`config.mk`:
```
export PLATFORM = sky130hd
export DESIGN_NAME = fft16_frame_ctrl_flat
export DESIGN_NICKNAME = d
export VERILOG_FILES = /design/src/rtl/fft16_frame_ctrl_if.sv /design/src/rtl/fft16_frame_ctrl.sv /design/src/flat_wrapper.sv
export SDC_FILE = /design/constraint.sdc
export NUM_CORES = 2
export LEC_CHECK = 0
export ABC_AREA = 1
export ABC_CLOCK_PERIOD_IN_PS = 60700
export BUFFER_PORTS_ARGS = -buffer_cell sky130_fd_sc_hd__buf_4
export CAP_MARGIN = 20
export CORE_AREA = 2 2 649 651
export CTS_CLUSTER_DIAMETER = 60
export CTS_CLUSTER_SIZE = 12
export DETAILED_ROUTE_END_ITERATION = 7
export DIE_AREA = 0 0 651 653
export PLACE_DENSITY = 0.39
export RECOVER_POWER = 50
export SLEW_MARGIN = 15
export SYNTH_ARGS = -nofsm -noshare
export SYNTH_HDL_FRONTEND = slang
export SYNTH_SLANG_ARGS = --single-unit
```
`constraint.sdc`:
```
create_clock -name clk -period 60.7 [get_ports clk]
set_clock_uncertainty 0.05 [all_clocks]
set_input_delay 3.035 -clock clk [delete_from_list [all_inputs] [get_ports clk]]
set_output_delay 3.035 -clock clk [all_outputs]
set_load 0.1 [all_outputs]
```
`src/rtl/fft16_frame_ctrl_if.sv`:
```
// Sample stream, FFT stage bus and bin stream of the 16-point frame sequencer.
// master: the controller; slave: source, stage and consumer seen from outside.
interface fft16_frame_ctrl_if;
  logic         s_valid;
  logic         s_ready;
  logic [31:0]  s_data;
  logic [511:0] fft_data_flat;
  logic         fft_ready;
  logic         fft_done;
  logic [511:0] fft_real_flat;
  logic [511:0] fft_imag_flat;
  logic         m_valid;
  logic         m_ready;
  logic [31:0]  m_real;
  logic [31:0]  m_imag;
  logic [3:0]   m_index;
  logic         m_last;
  logic         busy;
  logic         err;
  logic [15:0]  frame_cnt;

  modport master (
    input  s_valid, s_data, fft_done, fft_real_flat, fft_imag_flat, m_ready,
    output s_ready, fft_data_flat, fft_ready, m_valid, m_real, m_imag,
           m_index, m_last, busy, err, frame_cnt
  );

  modport slave (
    output s_valid, s_data, fft_done, fft_real_flat, fft_imag_flat, m_ready,
    input  s_ready, fft_data_flat, fft_ready, m_valid, m_real, m_imag,
           m_index, m_last, busy, err, frame_cnt
  );
endinterface

```
`src/rtl/fft16_frame_ctrl.sv`:
```
// Frame sequencer for the 16-point radix-4 FFT stage: fill, launch, wait, drain.
// Define FFT16_CTRL_DIGITREV_EN to store samples in base-4 digit-reversed slots.
module fft16_frame_ctrl #(
  parameter int unsigned TIMEOUT = 15
) (
  input  logic                clk,
  input  logic                rst,
  fft16_frame_ctrl_if.master  bus
);

  typedef enum logic [1:0] {
    FILL   = 2'd0,
    LAUNCH = 2'd1,
    WAIT   = 2'd2,
    DRAIN  = 2'd3
  } state_e;

  localparam logic [7:0] TIMEOUT_LAST = 8'(TIMEOUT - 32'd1);

  function automatic logic [3:0] slot_of(input logic [3:0] n);
`ifdef FFT16_CTRL_DIGITREV_EN
    return {n[1:0], n[3:2]};
`else
    return n;
`endif
  endfunction

  state_e       state_q, state_d;
  logic [3:0]   in_cnt_q, in_cnt_d;
  logic [7:0]   wait_cnt_q, wait_cnt_d;
  logic [3:0]   out_idx_q, out_idx_d;
  logic [511:0] frame_q, frame_d;
  logic [511:0] real_q, real_d;
  logic [511:0] imag_q, imag_d;
  logic         s_ready_q, s_ready_d;
  logic         fft_ready_q, fft_ready_d;
  logic         m_valid_q, m_valid_d;
  logic [31:0]  m_real_q, m_real_d;
  logic [31:0]  m_imag_q, m_imag_d;
  logic [3:0]   m_index_q, m_index_d;
  logic         m_last_q, m_last_d;
  logic         busy_q, busy_d;
  logic         err_q, err_d;
  logic [15:0]  frame_cnt_q, frame_cnt_d;
  logic         s_accept_s;
  logic         m_accept_s;

  // Next-state and registered-output logic
  always_comb begin
    state_d     = state_q;
    in_cnt_d    = in_cnt_q;
    wait_cnt_d  = wait_cnt_q;
    out_idx_d   = out_idx_q;
    frame_d     = frame_q;
    real_d      = real_q;
    imag_d      = imag_q;
    err_d       = err_q;
    frame_cnt_d = frame_cnt_q;
    s_accept_s  = (state_q == FILL) && s_ready_q && bus.s_valid;
    m_accept_s  = (state_q == DRAIN) && m_valid_q && bus.m_ready;

    case (state_q)
      FILL: begin
        if (s_accept_s) begin
          frame_d[{slot_of(in_cnt_q), 5'd0} +: 32] = bus.s_data;
          in_cnt_d = in_cnt_q + 4'd1;
          if (in_cnt_q == 4'd15) begin
            state_d = LAUNCH;
          end else begin
            state_d = FILL;
          end
        end else begin
          state_d = FILL;
        end
      end
      LAUNCH: begin
        wait_cnt_d = 8'd0;
        state_d    = WAIT;
      end
      WAIT: begin
        wait_cnt_d = wait_cnt_q + 8'd1;
        if (bus.fft_done) begin
          real_d    = bus.fft_real_flat;
          imag_d    = bus.fft_imag_flat;
          out_idx_d = 4'd0;
          state_d   = DRAIN;
        end else if (wait_cnt_q == TIMEOUT_LAST) begin
          // Frame is dropped; the stage result, if it ever comes, is ignored.
          err_d   = 1'b1;
          state_d = FILL;
        end else begin
          state_d = WAIT;
        end
      end
      DRAIN: begin
        if (m_accept_s) begin
          out_idx_d = out_idx_q + 4'd1;
          if (out_idx_q == 4'd15) begin
            frame_cnt_d = frame_cnt_q + 16'd1;
            state_d     = FILL;
          end else begin
            state_d = DRAIN;
          end
        end else begin
          state_d = DRAIN;
        end
      end
      default: begin
        state_d = FILL;
      end
    endcase

    // Outputs are registered from next state so they line up with the state register.
    s_ready_d   = (state_d == FILL);
    fft_ready_d = (state_d == LAUNCH);
    busy_d      = (state_d != FILL);
    m_valid_d   = (state_d == DRAIN);
    if (state_d == DRAIN) begin
      m_index_d = out_idx_d;
      m_last_d  = (out_idx_d == 4'd15);
      m_real_d  = real_d[{out_idx_d, 5'd0} +: 32];
      m_imag_d  = imag_d[{out_idx_d, 5'd0} +: 32];
    end else begin
      m_index_d = 4'd0;
      m_last_d  = 1'b0;
      m_real_d  = 32'd0;
      m_imag_d  = 32'd0;
    end
  end

  // State, buffers and output registers
  always_ff @(posedge clk or posedge rst) begin
    if (rst) begin
      state_q     <= FILL;
      in_cnt_q    <= 4'd0;
      wait_cnt_q  <= 8'd0;
      out_idx_q   <= 4'd0;
      frame_q     <= 512'd0;
      real_q      <= 512'd0;
      imag_q      <= 512'd0;
      s_ready_q   <= 1'b0;
      fft_ready_q <= 1'b0;
      m_valid_q   <= 1'b0;
      m_real_q    <= 32'd0;
      m_imag_q    <= 32'd0;
      m_index_q   <= 4'd0;
      m_last_q    <= 1'b0;
      busy_q      <= 1'b0;
      err_q       <= 1'b0;
      frame_cnt_q <= 16'd0;
    end else begin
      state_q     <= state_d;
      in_cnt_q    <= in_cnt_d;
      wait_cnt_q  <= wait_cnt_d;
      out_idx_q   <= out_idx_d;
      frame_q     <= frame_d;
      real_q      <= real_d;
      imag_q      <= imag_d;
      s_ready_q   <= s_ready_d;
      fft_ready_q <= fft_ready_d;
      m_valid_q   <= m_valid_d;
      m_real_q    <= m_real_d;
      m_imag_q    <= m_imag_d;
      m_index_q   <= m_index_d;
      m_last_q    <= m_last_d;
      busy_q      <= busy_d;
      err_q       <= err_d;
      frame_cnt_q <= frame_cnt_d;
    end
  end

  assign bus.s_ready       = s_ready_q;
  assign bus.fft_data_flat = frame_q;
  assign bus.fft_ready     = fft_ready_q;
  assign bus.m_valid       = m_valid_q;
  assign bus.m_real        = m_real_q;
  assign bus.m_imag        = m_imag_q;
  assign bus.m_index       = m_index_q;
  assign bus.m_last        = m_last_q;
  assign bus.busy          = busy_q;
  assign bus.err           = err_q;
  assign bus.frame_cnt     = frame_cnt_q;

endmodule

```
`src/flat_wrapper.sv`:
```
// flat-port wrapper written by rule: the top's interface ports become plain ports
module fft16_frame_ctrl_flat 
#(
  parameter int unsigned TIMEOUT = 15
)
  (clk, rst, bus_s_valid, bus_s_data, bus_fft_done, bus_fft_real_flat, bus_fft_imag_flat, bus_m_ready, bus_s_ready, bus_fft_data_flat, bus_fft_ready, bus_m_valid, bus_m_real, bus_m_imag, bus_m_index, bus_m_last, bus_busy, bus_err, bus_frame_cnt);
  fft16_frame_ctrl_if bus_i ();
  input  logic clk;
  input  logic rst;
  input wire logic [$bits(bus_i.s_valid)-1:0] bus_s_valid;
  input wire logic [$bits(bus_i.s_data)-1:0] bus_s_data;
  input wire logic [$bits(bus_i.fft_done)-1:0] bus_fft_done;
  input wire logic [$bits(bus_i.fft_real_flat)-1:0] bus_fft_real_flat;
  input wire logic [$bits(bus_i.fft_imag_flat)-1:0] bus_fft_imag_flat;
  input wire logic [$bits(bus_i.m_ready)-1:0] bus_m_ready;
  output wire logic [$bits(bus_i.s_ready)-1:0] bus_s_ready;
  output wire logic [$bits(bus_i.fft_data_flat)-1:0] bus_fft_data_flat;
  output wire logic [$bits(bus_i.fft_ready)-1:0] bus_fft_ready;
  output wire logic [$bits(bus_i.m_valid)-1:0] bus_m_valid;
  output wire logic [$bits(bus_i.m_real)-1:0] bus_m_real;
  output wire logic [$bits(bus_i.m_imag)-1:0] bus_m_imag;
  output wire logic [$bits(bus_i.m_index)-1:0] bus_m_index;
  output wire logic [$bits(bus_i.m_last)-1:0] bus_m_last;
  output wire logic [$bits(bus_i.busy)-1:0] bus_busy;
  output wire logic [$bits(bus_i.err)-1:0] bus_err;
  output wire logic [$bits(bus_i.frame_cnt)-1:0] bus_frame_cnt;
  assign bus_i.s_valid = bus_s_valid;
  assign bus_i.s_data = bus_s_data;
  assign bus_i.fft_done = bus_fft_done;
  assign bus_i.fft_real_flat = bus_fft_real_flat;
  assign bus_i.fft_imag_flat = bus_fft_imag_flat;
  assign bus_i.m_ready = bus_m_ready;
  assign bus_s_ready = bus_i.s_ready;
  assign bus_fft_data_flat = bus_i.fft_data_flat;
  assign bus_fft_ready = bus_i.fft_ready;
  assign bus_m_valid = bus_i.m_valid;
  assign bus_m_real = bus_i.m_real;
  assign bus_m_imag = bus_i.m_imag;
  assign bus_m_index = bus_i.m_index;
  assign bus_m_last = bus_i.m_last;
  assign bus_busy = bus_i.busy;
  assign bus_err = bus_i.err;
  assign bus_frame_cnt = bus_i.frame_cnt;
  fft16_frame_ctrl #(.TIMEOUT(TIMEOUT)) u_core (.clk(clk), .rst(rst), .bus(bus_i));
endmodule
```
=== After elaboration in Yosys (flattened, before gate mapping) ===
Index checks and enable logic that the tools add are counted.

* Register bits: 1,644
* Logic and storage cells: 67

* $add $sub $neg: 5
* Equality and inequality tests: 9
* Shift-type cells: 4
* Mux-type cells: 20
* Bitwise logic cells: 1
* Reduce and logical (&&, ||, !) cells: 11

{| class="wikitable"
|+ Operators with widths
! operator !! number
|-
| $mux 512 || 4
|-
| $shiftx 512x10->32 || 2
|-
| $bwmux 512 || 1
|-
| $shift 32x11->512 const A || 1
|-
| $shiftx 32x11->512 || 1
|-
| $mux 32 || 2
|-
| $add 16x1->16 const B || 1
|-
| $pmux 8 s2 || 1
|-
| $eq 4x4->1 const B || 3
|-
| $mux 4 || 3
|-
| $neg 9->11 || 1
|-
| $add 4x1->4 const B || 2
|-
| $add 8x1->8 const B || 1
|-
| $eq 8x4->1 const B || 1
|-
| $mux 2 || 4
|-
| $pmux 2 s4 || 1
|-
| $pmux 4 s2 || 1
|-
| $eq 2x2->1 const B || 3
|-
| $reduce_and 3->1 || 2
|-
| $eq 2x1->1 const B || 2
|-
| $logic_and 1x1->1 || 4
|-
| $logic_not 2->1 || 2
|-
| $reduce_bool 2->1 || 2
|-
| $mux 1 || 3
|-
| other kinds (2) || 2
|}

=== Depth between registers and ports, before layout ===
* Word-level depth: 7
* Gate-level depth with buffers: 18

=== Worst setup path before layout ===
No wires, ideal clock.

* Path type: input to register
* Start: input bus_fft_done
* End: register u_core.m_imag_q[3] (netlist: u_core.bus.m_imag[3])
* Library setup time: 117 ps
* Arrival time: 4,490 ps
* Required time: 60,533 ps
* Setup slack: 56,044 ps
* Stages: 12
* Cells stage by stage: buf_2 nand2_2 buf_4 buf_4 buf_2 buf_2 o21ai_0 inv_1 o211ai_1 nand3_1 nand3_1 nand2_1

* Cells in the longest elaborated chain, start to end: 4

{| class="wikitable"
|+ RTL lines
! what !! line !! source
|-
| start: declaration || flat_wrapper.sv:12 || <nowiki>input wire logic [$bits(bus_i.fft_done)-1:0] bus_fft_done;</nowiki>
|-
| $mux 512 || fft16_frame_ctrl.sv:82 || <nowiki>if (bus.fft_done) begin</nowiki>
|-
| $mux 512 || fft16_frame_ctrl.sv:62 || <nowiki>case (state_q)</nowiki>
|-
| via u_core.imag_d[323] || fft16_frame_ctrl.sv:34 || <nowiki>logic [511:0] imag_q, imag_d;</nowiki>
|-
| $shiftx 512x10->32 || fft16_frame_ctrl.sv:122 || <nowiki>m_imag_d = imag_d[{out_idx_d, 5'd0} +: 32];</nowiki>
|-
| $mux 32 || fft16_frame_ctrl.sv:118 || <nowiki>if (state_d == DRAIN) begin</nowiki>
|-
| via u_core.m_imag_d[3] || fft16_frame_ctrl.sv:39 || <nowiki>logic [31:0] m_imag_q, m_imag_d;</nowiki>
|-
| end signal: assignment || fft16_frame_ctrl.sv:163 || <nowiki>m_imag_q <= m_imag_d;</nowiki>
|-
| end: declaration || fft16_frame_ctrl.sv:39 ||
|}

The timed path passes the listed nets, and every way through them passes these cells.
A chain may end at the register's enable or synchronous reset.

=== Final worst setup path ===
* Start: input bus_fft_done
* End: register u_core.m_imag_q[20] (netlist: u_core.bus.m_imag[20])

* Cells in the longest elaborated chain, start to end: 4

{| class="wikitable"
|+ RTL lines
! what !! line
|-
| $mux 4, or another cell as far along || fft16_frame_ctrl.sv:82
|-
| $pmux 4 s2, or another cell as far along || fft16_frame_ctrl.sv:62
|-
| $shiftx 512x10->32 / $eq 2x2->1 (equally long branches) || fft16_frame_ctrl.sv:122, fft16_frame_ctrl.sv:118
|-
| $mux 32 (*) || fft16_frame_ctrl.sv:118
|-
| via u_core.m_imag_d[20] || fft16_frame_ctrl.sv:39
|}

Mark *: on every way through the listed nets, which the timed path passes. The rest lies on a longest branch.

==> flow_summary.json <==
{
  "fin_crit_sh_pct": 28.38,
  "grt_pass1_wl_mm": 585.8,
  "async_flop_share_pct": 100.0,
  "cts_sinks": 1644,
  "cts_setup_buffers": 0,
  "power_w": 0.005650,
  "setup_tns_ns": 0,
  "rows": 238,
  "ios": 1663,
  "status": "complete, but fails checks",
  "fp.dieW_um": 651,
  "wl_per_cell_um": 27.64,
  "postCtsResizedCells": 0,
  "crit_fanout": 199,
  "maxCapViolations": 73,
  "drt_iter0_markers": 5602,
  "synth_top_area_share_pct": 55.74,
  "die_h_um": 653,
  "rsz0062_at_grt": "false",
  "drc_errors": 0,
  "stdcell_area_mm2": 0.09733,
  "min_path_type": "reg -> reg",
  "start_util_pct": 17.64,
  "worstMarginPinSlew_ns": 8.376,
  "cp_cell_sequence": "clkbuf_1 > nand2_1 > clkbuf_1 > clkbuf_1 > o21ai_0 > o211ai_1 > nand3_1 > nand2_1 > nand2_1 > nand2_1",
  "dr.pass1.iters": 6,
  "ant_nets": 0,
  "setup_viol": 0,
  "combPwrFrac_pct": 45.3,
  "yosys_warnings": 0,
  "slowest_stage": "clkbuf_1",
  "synth_cell_type_count": 33,
  "placeableCoreArea_mm2": 0.4184,
  "post_dp_cell_area_mm2": 0.09184,
  "synth_flop_cell": "dfrtp_1",
  "ir_drop_mv": 0.05408,
  "cts_hold_buf": 0,
  "place.gp.congestion": 0.8476,
  "syn-num-nets": 9964,
  "crit_type": "in -> reg",
  "cts_buffers": 223,
  "slowest_delay_ns": 5.95,
  "htreeDepth": 4,
  "via_count": 66370,
  "max_slew_margin_pct": -458.4,
  "cp_common_cell": "nand2_1",
  "yosysTopAreaCell": "dfrtp_1",
  "endpoint_kind": "flop",
  "multiInputGateArea_mm2": 0.02546,
  "portBuffers": 1662,
  "violations": "max-capacitance violations, max-slew violations",
  "pwr-share-clk_pct": 24.7,
  "clock_latency_ns": 0.93,
  "syn-cell-area_mm2": 0.07380,
  "hold_viol": 0,
  "cts_tree": "yes",
  "fillCellCount": 47040,
  "clk_pin_slew_ns": 0.06,
  "fp.dieArea_mm2": 0.4251,
  "dpl.hpwl_mm": 340.9,
  "worstPathRequired_ns": 61.50,
  "clockRootBuffer": "clkbuf_16",
  "power.internal_w": 0.002819,
  "drive_above_1_share_pct": 15.94,
  "vias_per_cell": 4.132,
  "power_per_cell_area_mw_per_mm2": 58.05,
  "finalMaxSlewViolations": 2581,
  "cts_buffer_depth": 4,
  "start_kind": "primary input",
  "holdWs_ns": 0.4121,
  "routed_wl_mm": 444.0,
  "first_global_vias": 64150,
  "avgSynthCellArea_um2": 8.300,
  "grt.total_usage_pct": 20.08,
  "fin_nets": 11390,
  "synth_seq_area_share_pct": 55.74,
  "synth_seq_cells": 1644,
  "synth_area_leaders": "dfrtp_1 56%, nand2_1 14%, o21ai_0 7.5%, inv_1 6.4%, nand3_1 5.4%",
  "p_leak_nw": 47.79,
  "syn2layout_area_growth_pct": 31.87,
  "layout_min_cycle_time_ns": 17.23,
  "post-route-util_pct": 23.26,
  "fmax_mhz": 58.05,
  "worstPathArrival_ns": 18.02,
  "ff_latch_area_mm2": 0.04114,
  "synth-edff-count": 0,
  "syn_inst": 8892,
  "p_sw_w": 0.002831,
  "seqPwrFrac_pct": 30.1,
  "antenna_found_initial": 138,
  "grt_max_degree": 200,
  "switching_share_pct": 50.10,
  "grt_overflow_total": 0
}
## final timing paths
| kind | startpoint | end | slack (ns) | cells after the start |
|---|---|---|---|---|
| worst max-delay path | bus_fft_done | u_core.bus.m_imag[20]$_DFF_PP0_ | 43.47 | 10 |
| worst min-delay path | u_core.imag_q[204]$_DFF_PP0_ | u_core.imag_q[204]$_DFF_PP0_ | 0.41 | 2 |
| worst max register to register | u_core.state_q[0]$_DFF_PP0_ | u_core.bus.m_imag[20]$_DFF_PP0_ | 45.35 | 11 |
| worst min register to register | u_core.imag_q[204]$_DFF_PP0_ | u_core.imag_q[204]$_DFF_PP0_ | 0.41 | 2 |
| max in group asynchronous | rst | u_core.imag_q[200]$_DFF_PP0_ | 45.85 | 7 |
| min in group asynchronous | rst | u_core.imag_q[357]$_DFF_PP0_ | 3.20 | 2 |
## worst max-delay path: cells and delay by family
family / cells / cell delay, ns
compound gates: 2 / 2.79
simple gates: 5 / 2.99
buf+inv: 3 / 8.84
## cell usage after synthesis (3+ instances only)
master / count
xor2_1: 11
clkbuf_1: 297
nand3_1: 789
nor2_1: 74
xnor2_1: 7
nor3_1: 68
dfrtp_1: 1644
buf_2: 230
mux2i_1: 23
o21ai_0: 1112
o211ai_1: 272
nand2_1: 2739
a21oi_1: 64
inv_2: 8
ha_1: 11
o31ai_1: 65
inv_1: 1262
nand2_2: 4
nand3_2: 3
buf_1: 44
buf_4: 12
o21ai_1: 13
mux2_2: 115
nand4_1: 13
## per-stage QoR
step                      instances  worst slack (ns)
after global routing          16040             41.99
after global placement        15600             51.10
after detailed placement      15610             51.04
final                         16060             43.47
after CTS                     16000             52.07
after floorplan                8892             11.22
## routing by layer
| layer | part of all wire, % | vias to the layer above | global-route usage [%] |
|---|---|---|---|
| li1 | - | 31120 | - |
| met1 | 39 | 32360 | 23.30 |
| met2 | 51 | 2268 | 36.27 |
| met3 | 5.9 | 598 | 4.149 |
| met4 | 4.1 | 22 | 7.206 |
| met5 | 0.030 | - | 0 |
## flip-flops by register name, summed over array words and instances (netlist names), 2 cells and up
name and cells:
u_core.real_q 512, u_core.bus.m_index 4, u_core.imag_q 512, u_core.state_q 2
u_core.bus.m_real 32, u_core.wait_cnt_q 8, u_core.out_idx_q 4, u_core.bus.frame_cnt 16
u_core.bus.m_imag 32, u_core.in_cnt_q 4, u_core.bus.fft_data_flat 512
## final cells by class
type                       instances  share of cell area [%]
sequential                      1644                   42.27
inverter                        1271                   4.911
multi-input combinational       5392                   26.16
clock buffer                     264                   6.173
timing repair buffer            1783                   11.59
tap                             5520                   7.096
clock inverter                   128                   1.638
antenna                           61                  0.1568
## layout by cell type, fill, tap and decap left out, types with 23 or more instances in the layout
master	count
o211ai_1	272
buf_4	1190
clkinvlp_4	27
clkbuf_16	226
mux2_2	62
mux2i_1	23
a21oi_1	64
nor2_1	71
nand3_1	788
inv_1	1264
o31ai_1	65
dfrtp_1	1644
clkbuf_1	598
inv_6	27
diode_2	61
mux2_1	53
o21ai_0	1120
nand2_1	2727
nor3_1	68
## kinds of logic after synthesis
group	after synthesis	share of synthesized area [%]
compound gates	1528	11.51
xor+xnor	18	0.2136
fa+ha+maj	11	0.1865
buf+inv	1856	9.911
flops	1644	55.74
mux	138	2.067
simple gates	3697	20.37
## power groups by stage
stage | combinational [W] | clock (W) | sequential, W
4_1_cts | 0.00268 | 0.00143 | 0.00170
2_1_floorplan | 0.000882 | 0 | 0.00264
6_report | 0.00256 | 0.00139 | 0.00170
3_3_place_gp | 0.00268 | 0 | 0.00170
3_5_place_dp | 0.00268 | 0 | 0.00172
5_1_grt | 0.00274 | 0.00147 | 0.00174
Note: power is estimated with default switching activity, not from simulation.
